`src/rtl/vec_norm_if.sv`:
```
// Handshake bundle between the sample pipeline, vec_norm_ctrl and the sqrt unit.
// master = vec_norm_ctrl side, slave = environment (pipeline + sqrt) side.
interface vec_norm_if #(
    parameter int ELEM_W = 16
);
    logic [ELEM_W-1:0] in_data;
    logic              in_valid;
    logic              in_ready;
    logic [31:0]       sq_data;
    logic              sq_valid;
    logic              sq_ready;
    logic [31:0]       sq_result;
    logic [31:0]       norm_out;
    logic              norm_valid;
    logic              norm_sat;
    logic              busy;

    modport master (
        input  in_data, in_valid, sq_ready, sq_result,
        output in_ready, sq_data, sq_valid, norm_out, norm_valid, norm_sat, busy
    );

    modport slave (
        output in_data, in_valid, sq_ready, sq_result,
        input  in_ready, sq_data, sq_valid, norm_out, norm_valid, norm_sat, busy
    );
endinterface

```
`src/rtl/vec_norm_ctrl.sv`:
```
// Accumulates saturating sum of squares over N_ELEMS components, hands it to the
// sqrt unit over a level valid/ready handshake and publishes the returned norm.
module vec_norm_ctrl #(
    parameter int ELEM_W  = 16,
    parameter int N_ELEMS = 3
) (
    input logic        clock,
    input logic        reset,
    vec_norm_if.master bus
);
    localparam int CNT_W = (N_ELEMS > 1) ? $clog2(N_ELEMS) : 1;
    localparam int SQ_W  = 2 * ELEM_W;
    localparam logic [CNT_W-1:0] LAST = CNT_W'(N_ELEMS - 1);

    typedef enum logic [1:0] {ACCUM, REQ, RELEASE} state_t;
    state_t state, state_nxt;

    logic [31:0]       acc;
    logic              sat;
    logic [CNT_W-1:0]  cnt;
    logic [31:0]       sq_data;
    logic              sq_valid;
    logic [31:0]       norm_out;
    logic              norm_valid;
    logic              norm_sat;

    logic signed [ELEM_W-1:0] elem;
    logic signed [SQ_W-1:0]   prod;
    logic [32:0]              sum;
    logic [31:0]              sum_sat;
    logic                     sum_ovf;
    logic                     accept, capture, release_done;

    // Operands are sign-extended before the multiply so -2^(W-1) squares correctly.
    assign elem    = $signed(bus.in_data);
    assign prod    = SQ_W'(elem) * SQ_W'(elem);
    assign sum     = {1'b0, acc} + {{(33-SQ_W){1'b0}}, prod};
    assign sum_ovf = sum[32];
    assign sum_sat = sum_ovf ? 32'hFFFF_FFFF : sum[31:0];

    always_ff @(posedge clock) begin
        if (reset) state <= ACCUM;
        else       state <= state_nxt;
    end

    always_comb begin
        state_nxt    = state;
        accept       = 1'b0;
        capture      = 1'b0;
        release_done = 1'b0;
        case (state)
            ACCUM: if (bus.in_valid) begin
                accept = 1'b1;
                if (cnt == LAST) state_nxt = REQ;
            end
            REQ: if (bus.sq_ready) begin
                capture   = 1'b1;
                state_nxt = RELEASE;
            end
            // Responder must see valid low and drop ready before we re-arm.
            RELEASE: if (!bus.sq_ready) begin
                release_done = 1'b1;
                state_nxt    = ACCUM;
            end
            default: state_nxt = ACCUM;
        endcase
    end

    always_ff @(posedge clock) begin
        if (reset) begin
            acc        <= '0;
            sat        <= 1'b0;
            cnt        <= '0;
            sq_data    <= '0;
            sq_valid   <= 1'b0;
            norm_out   <= '0;
            norm_valid <= 1'b0;
            norm_sat   <= 1'b0;
        end else begin
            norm_valid <= capture;
            if (accept) begin
                acc <= sum_sat;
                sat <= sat | sum_ovf;
                if (cnt == LAST) begin
                    cnt      <= '0;
                    sq_data  <= sum_sat;
                    sq_valid <= 1'b1;
                end else begin
                    cnt <= cnt + 1'b1;
                end
            end
            if (capture) begin
                norm_out <= bus.sq_result;
                norm_sat <= sat;
                sq_valid <= 1'b0;
            end
            if (release_done) begin
                acc <= '0;
                sat <= 1'b0;
            end
        end
    end

    assign bus.in_ready   = (state == ACCUM);
    assign bus.busy       = (state != ACCUM) || (cnt != '0);
    assign bus.sq_data    = sq_data;
    assign bus.sq_valid   = sq_valid;
    assign bus.norm_out   = norm_out;
    assign bus.norm_valid = norm_valid;
    assign bus.norm_sat   = norm_sat;
endmodule
```
`src/flat_wrapper.sv`:
```
// flat-port wrapper written by rule: the top's interface ports become plain ports
module vec_norm_ctrl_flat 
#(
    parameter int ELEM_W  = 16,
    parameter int N_ELEMS = 3
)
  (clock, reset, bus_in_data, bus_in_valid, bus_sq_ready, bus_sq_result, bus_in_ready, bus_sq_data, bus_sq_valid, bus_norm_out, bus_norm_valid, bus_norm_sat, bus_busy);
  vec_norm_if #(.ELEM_W(ELEM_W)) bus_i ();
  input logic clock;
  input logic reset;
  input wire logic [$bits(bus_i.in_data)-1:0] bus_in_data;
  input wire logic [$bits(bus_i.in_valid)-1:0] bus_in_valid;
  input wire logic [$bits(bus_i.sq_ready)-1:0] bus_sq_ready;
  input wire logic [$bits(bus_i.sq_result)-1:0] bus_sq_result;
  output wire logic [$bits(bus_i.in_ready)-1:0] bus_in_ready;
  output wire logic [$bits(bus_i.sq_data)-1:0] bus_sq_data;
  output wire logic [$bits(bus_i.sq_valid)-1:0] bus_sq_valid;
  output wire logic [$bits(bus_i.norm_out)-1:0] bus_norm_out;
  output wire logic [$bits(bus_i.norm_valid)-1:0] bus_norm_valid;
  output wire logic [$bits(bus_i.norm_sat)-1:0] bus_norm_sat;
  output wire logic [$bits(bus_i.busy)-1:0] bus_busy;
  assign bus_i.in_data = bus_in_data;
  assign bus_i.in_valid = bus_in_valid;
  assign bus_i.sq_ready = bus_sq_ready;
  assign bus_i.sq_result = bus_sq_result;
  assign bus_in_ready = bus_i.in_ready;
  assign bus_sq_data = bus_i.sq_data;
  assign bus_sq_valid = bus_i.sq_valid;
  assign bus_norm_out = bus_i.norm_out;
  assign bus_norm_valid = bus_i.norm_valid;
  assign bus_norm_sat = bus_i.norm_sat;
  assign bus_busy = bus_i.busy;
  vec_norm_ctrl #(.ELEM_W(ELEM_W), .N_ELEMS(N_ELEMS)) u_core (.clock(clock), .reset(reset), .bus(bus_i));
endmodule
```
`config.mk`:
```
export PLATFORM = sky130hd
export DESIGN_NAME = vec_norm_ctrl_flat
export DESIGN_NICKNAME = d
export VERILOG_FILES = /design/src/rtl/vec_norm_if.sv /design/src/rtl/vec_norm_ctrl.sv /design/src/flat_wrapper.sv
export SDC_FILE = /design/constraint.sdc
export NUM_CORES = 1
export LEC_CHECK = 0
export ABC_CLOCK_PERIOD_IN_PS = 8500
export CAP_MARGIN = 20
export CELL_PAD_IN_SITES_DETAIL_PLACEMENT = 0
export CELL_PAD_IN_SITES_GLOBAL_PLACEMENT = 1
export CORE_MARGIN = 8
export CORE_UTILIZATION = 30
export CTS_CLUSTER_SIZE = 16
export DETAILED_ROUTE_END_ITERATION = 7
export HOLD_SLACK_MARGIN = 0.12
export PLACE_DENSITY = 0.67
export SLEW_MARGIN = 20
export SYNTH_ARGS = -nofsm -noshare
export SYNTH_HDL_FRONTEND = slang
export SYNTH_SLANG_ARGS = --single-unit
```
`constraint.sdc`:
```
create_clock -name clock -period 8.5 [get_ports clock]
set_clock_uncertainty 0.05 [all_clocks]
set_input_delay 0.85 -clock clock [delete_from_list [all_inputs] [get_ports clock]]
set_output_delay 0.85 -clock clock [all_outputs]
set_load 0.01 [all_outputs]
```
### Word-level counts from Yosys, hierarchy flattened

Cells that the tools add are included.
Widths: inputs -> output; s select.

| cells by class | value |
|---|---|
| add/sub/neg operators | 2 |
| multipliers | 1 |
| eq/ne operators | 7 |
| mux-type cells | 13 |
| bitwise gates (word level) | 1 |
| reduce and logical (&&, ||, !) cells | 8 |

Operators with widths:

| kind | number |
|---|---|
| $add 32x32->33 | 1 |
| $mul 16x16->32 | 1 |
| $mux 32 | 1 |
| $mux 2 | 5 |
| $mux 1 | 6 |
| $ne 2x2->1 const B | 3 |
| $pmux 2 s3 | 1 |
| $eq 2x2->1 const B | 2 |
| $reduce_and 4->1 | 1 |
| $reduce_bool 2->1 | 2 |
| $reduce_or 2->1 | 2 |
| $add 2x1->2 const B | 1 |
| $eq 2x1->1 const B | 1 |
| $logic_not 2->1 | 1 |
| $ne 2x1->1 const B | 1 |
| $reduce_and 2->1 | 1 |
| $logic_or 1x1->1 | 1 |
| $or 1x1->1 | 1 |

| storage, ports and cells | value |
|---|---|
| bits in registers | 104 |
| input bits | 52 |
| output and inout port bits | 69 |

### Logic depth before layout (Yosys ltp)

| logic depth | value |
|---|---|
| depth in word-level cells | 4 |
| depth in mapped cells | 35 |
| gate-level depth less buffers | 32 |

### Worst setup path after synthesis

No wires, ideal clock.

| path | value |
|---|---|
| path kind | input to register |
| start point | input bus_in_data[15] |
| end point | register u_core.acc[28] |
| library setup time | 0.116 ns |
| arrival | 8.227 ns |
| slack | 0.107 ns |
| stages | 28 |
| buffers on the path | 2 |
| path through | clkbuf_1 > inv_1 > clkbuf_1 > nor2_1 > fa_1 > inv_1 > fa_1 > inv_1 > fa_1 > fa_1 > fa_1 > inv_1 > fa_1 > inv_1 > ha_1 > a21oi_1 > o22ai_1 > o21a_1 > or4_1 > or3_1 > a2111o_1 > o211ai_1 > ha_1 > o211ai_1 > o2111ai_1 > mux2_2 > a21oi_1 > nor3_1 |

| on the way | value |
|---|---|
| cells in the longest elaborated chain, start to end | 3 |

RTL lines:

| item | RTL line | RTL |
|---|---|---|
| start, declared | flat_wrapper.sv:11 | `input wire logic [$bits(bus_i.in_data)-1:0] bus_in_data;` |
| $mul 16x16->32 | vec_norm_ctrl.sv:36 | `assign prod = SQ_W'(elem) * SQ_W'(elem);` |
| $add 32x32->33 | vec_norm_ctrl.sv:37 | `assign sum = {1'b0, acc} + {{(33-SQ_W){1'b0}}, prod};` |
| $mux 32 | vec_norm_ctrl.sv:39 | `assign sum_sat = sum_ovf ? 32'hFFFF_FFFF : sum[31:0];` |
| end signal, assigned | vec_norm_ctrl.sv:82 | `acc <= sum_sat;` |
| end, declared | vec_norm_ctrl.sv:18 | `logic [31:0] acc;` |

Every way passes these cells.
A chain may end at the register's enable or synchronous reset.

### Worst setup path in the final report

| path | value |
|---|---|
| start point | input bus_in_data[3] |
| end point | register u_core.sq_data[6] (netlist: u_core.bus.sq_data[6]) |

| on the way | value |
|---|---|
| cells in the longest elaborated chain, start to end | 3 |

RTL lines:

| item | RTL line | RTL |
|---|---|---|
| $mul 16x16->32 | vec_norm_ctrl.sv:36 |  |
| $add 32x32->33 | vec_norm_ctrl.sv:37 |  |
| $mux 32 | vec_norm_ctrl.sv:39 |  |
| end signal, assigned | vec_norm_ctrl.sv:86 | `sq_data <= sum_sat;` |
| end, declared | vec_norm_ctrl.sv:21 | `logic [31:0] sq_data;` |

Every way passes these cells.

==> summary.md <==
| Metric | Value |
|---|---|
| Status | `complete, no violations` |
| Hold Crit Start | `u_core.bus.sq_valid$_SDFFE_PP0P_` |
| CP most frequent cell | `fa_1` |
| Max cap viols | `0` |
| CP peak stage delay | `610 ps` |
| Critical Path Fanout Max | `8` |
| Critical path arrival | `8410 ps` |
| Seq/Total Area, Yosys | `14.4%` |
| CTS Buffer Depth | `2` |
| Initial core utilization | `30.4%` |
| Die X | `236 um` |
| Via Count | `11900` |
| Clk Tree Root Cell | `clkbuf_16` |
| Synth Area in Compound Gates | `14.7%` |
| Dominant synthesized flop cell | `dfxtp_1` |
| Max Clk Rate | `0.122 GHz` |
| Finished Layout Cells | `2555` |
| Flops & latches, synth | `104` |
| Routed WL | `39300 um` |
| Reg-to-reg startpoint | `u_core.acc[2]$_SDFFE_PP0P_` |
| Async S/R FF share, synth | `0%` |
| Unique masters post-synth | `81` |
| Number of global-route vias before repair | `13100` |
| CTS buffer count | `9` |
| Crit path kind | `input port to flop` |
| Final core utilization | `40.1%` |
| Yosys warnings | `0` |
| Post-DP HPWL | `32900 um` |
| H-tree depth | `3` |
| Die Area | `0.0556 mm^2` |
| Layout area overhead | `32.0%` |
| R2R cell count | `10` |
| Port bufs | `120` |
| Dpl cells | `2525` |
| Post-synthesis mux area share | `0.440%` |
| Largest net degree at the start of global routing | `62` |
| Critical R2R Capture | `u_core.acc[29]$_SDFFE_PP0P_` |
| Setup violators final | `0` |
| Reg2reg setup slack | `5430 ps` |
| Final hold violation count | `0` |
| Hold path endpoint | `u_core.bus.sq_valid$_SDFFE_PP0P_` |
| Mapped Area | `0.0145 mm^2` |
| Largest family of logic cells by synthesized area | `adder cells` |
| Post-DRT Antenna Nets | `0` |
| Worst Max-Slew Pin Slew | `778 ps` |
| IO Count | `121` |
| Required time of the critical path | `8710 ps` |
| DR vias/cell | `4.65` |
| FP Rows | `80` |
| Hold depth | `1` |
| Number of enable flip-flop cells after synthesis | `0` |
| Total gr overflow | `0` |
| First-pass GRT wire length | `67600 um` |
| CTS tree | `done` |
| Die height | `236 um` |
| Tot GR Track Use | `14.5%` |
| Worst-skew pair later-pin latency | `350 ps` |
| ANT cells | `0` |
| Initial antenna violation count | `0` |
| DR pass1 iterations | `5` |
| Commonest non-fill, non-tap cells in the layout | `320 x inv_1, 223 x buf_4, 219 x fa_1` |
| DRT iter0 DRCs | `422` |
| Post-Synth XOR/XNOR Area | `3.56%` |
| Adder-cell area share of the yosys netlist | `43.1%` |
| Synth Area in Simple Gates | `12.9%` |
| Tcrit/Tclk final | `96.4%` |
| Critical path capture point type | `flop` |
| CTS Hold Bufs | `0` |
| Syn Area/Cell | `8.95 um^2` |
| Core area | `0.0477 mm^2` |
| Min-delay worst type | `flop to flop` |
| # DRC | `0` |
| Fin nets | `2344` |
| Routed length per placed instance | `15.4 um` |
| Slew HR | `48.0%` |
| Final Max Slew Viols | `0` |
| Clock-pin slew on the worst setup and hold paths | `80 ps` |
| Share of post-route cells with drive strength above 1 | `22.6%` |
| CTS sink cnt | `104` |
| CP Launch Type | `input port` |
| Final RePlAce weighted congestion | `0.856` |
| Commonest non-fill, non-tap cell in the layout | `inv_1` |
| Post-synthesis cell count | `1620` |
| Tmin final | `8200 ps` |
| Critical Path Slowest Stage Cell | `fa_1` |
| Syn_nets | `2029` |
==> how the worst max path moves through the flow <==
stage | start | end | slack (ps) | cells after the start
final | bus_in_data[3] | u_core.bus.sq_data[6]$_SDFFE_PP0P_ | 300 | 32
after global routing | bus_in_data[3] | u_core.acc[28]$_SDFFE_PP0P_ | -40 | 34
after CTS | bus_in_data[8] | u_core.bus.sq_data[29]$_SDFFE_PP0P_ | 2 | 32
after detailed placement | bus_in_data[15] | u_core.acc[21]$_SDFFE_PP0P_ | -520 | 29
after global placement | bus_in_data[15] | u_core.acc[4]$_SDFFE_PP0P_ | -480 | 29
after floorplan | bus_in_data[15] | u_core.acc[28]$_SDFFE_PP0P_ | 110 | 28
==> registers in the layout, summed over array words and instances (netlist names) <==
name                   flops
u_core.bus.sq_data        32
u_core.sat                 1
u_core.bus.sq_valid        1
u_core.bus.norm_out       32
u_core.acc                32
u_core.bus.norm_valid      1
u_core.state               2
u_core.bus.norm_sat        1
u_core.cnt                 2
==> cell families (layout without fill, tap and decap cells) <==
family                   Yosys count  in the layout
flip-flops                       104            104
adder cells (fa/ha/maj)          357            357
AND/OR/NAND/NOR                  413            413
buffers and inverters            396            716
multiplexers                       6              6
XOR/XNOR                          59             59
AO/OA/AOI/OAI                    285            285
==> area by class of cell <==
type                    count  area (um^2)
flip-flops and latches    104         2080
clock inverters             6         51.3
multi-input cells        1120        11500
inverters                 333         1250
fillers                  4748        28600
well taps                 615          769
repair buffers            367         3230
clock buffers              10          239
==> metal layers <==
layer | vias up | track usage [%] | routed length (um)
met4 | 0 | 2.77 | 453
met3 | 27 | 2.96 | 2040
met1 | 5791 | 20.2 | 18900
met2 | 213 | 23.1 | 17900
li1 | 5837 | - | -
met5 | - | 0 | 0
==> cells in the mapped netlist (8+ instances only) <==
cell / n / share of area (%)
inv_1: 332 / 8.6
fa_1: 237 / 33
nor2_1: 167 / 4.3
ha_1: 120 / 10
nand2_1: 114 / 3.0
dfxtp_1: 104 / 14
a211oi_1: 60 / 3.1
a21oi_1: 59 / 2.0
clkbuf_1: 49 / 1.3
xnor2_1: 47 / 2.8
and2_1: 39 / 1.7
a22o_1: 33 / 2.0
a21o_1: 26 / 1.3
o21ai_0: 20 / 0.69
nand3_1: 19 / 0.66
xor2_1: 12 / 0.72
nor3_1: 11 / 0.38
and3_1: 10 / 0.43
a31oi_1: 9 / 0.39
nand4_1: 9 / 0.39
or3_1: 8 / 0.35
==> stage by stage <==
step,setup TNS (ps),hold slack [ps],instance area [um^2],worst slack (ps)
after global routing,-386,452,19100,-38.9
after floorplan,0,388,14500,107
after CTS,0,431,18300,2.42
after global placement,-26930,400,17900,-484
final,0,426,19100,303
after detailed placement,-28850,407,17900,-522
==> critical path, delay by kind of cell <==
kind            cells  cell delay [ps]
simple gates        5              840
fa+ha+maj           8             3630
xor+xnor            1              120
buf+inv             8             1120
compound gates     10             1830
==> timing repair <==
action	CTS	global route
resized for setup	18	186
pin swaps	5	77
setup buffers	1	11
endpoints found under the hold margin	0	0
gates cloned	0	3
endpoints found under the setup margin	65	65
Power is not shown: default switching activity piles up to over one toggle a cycle in this logic, so the estimate is an artifact.
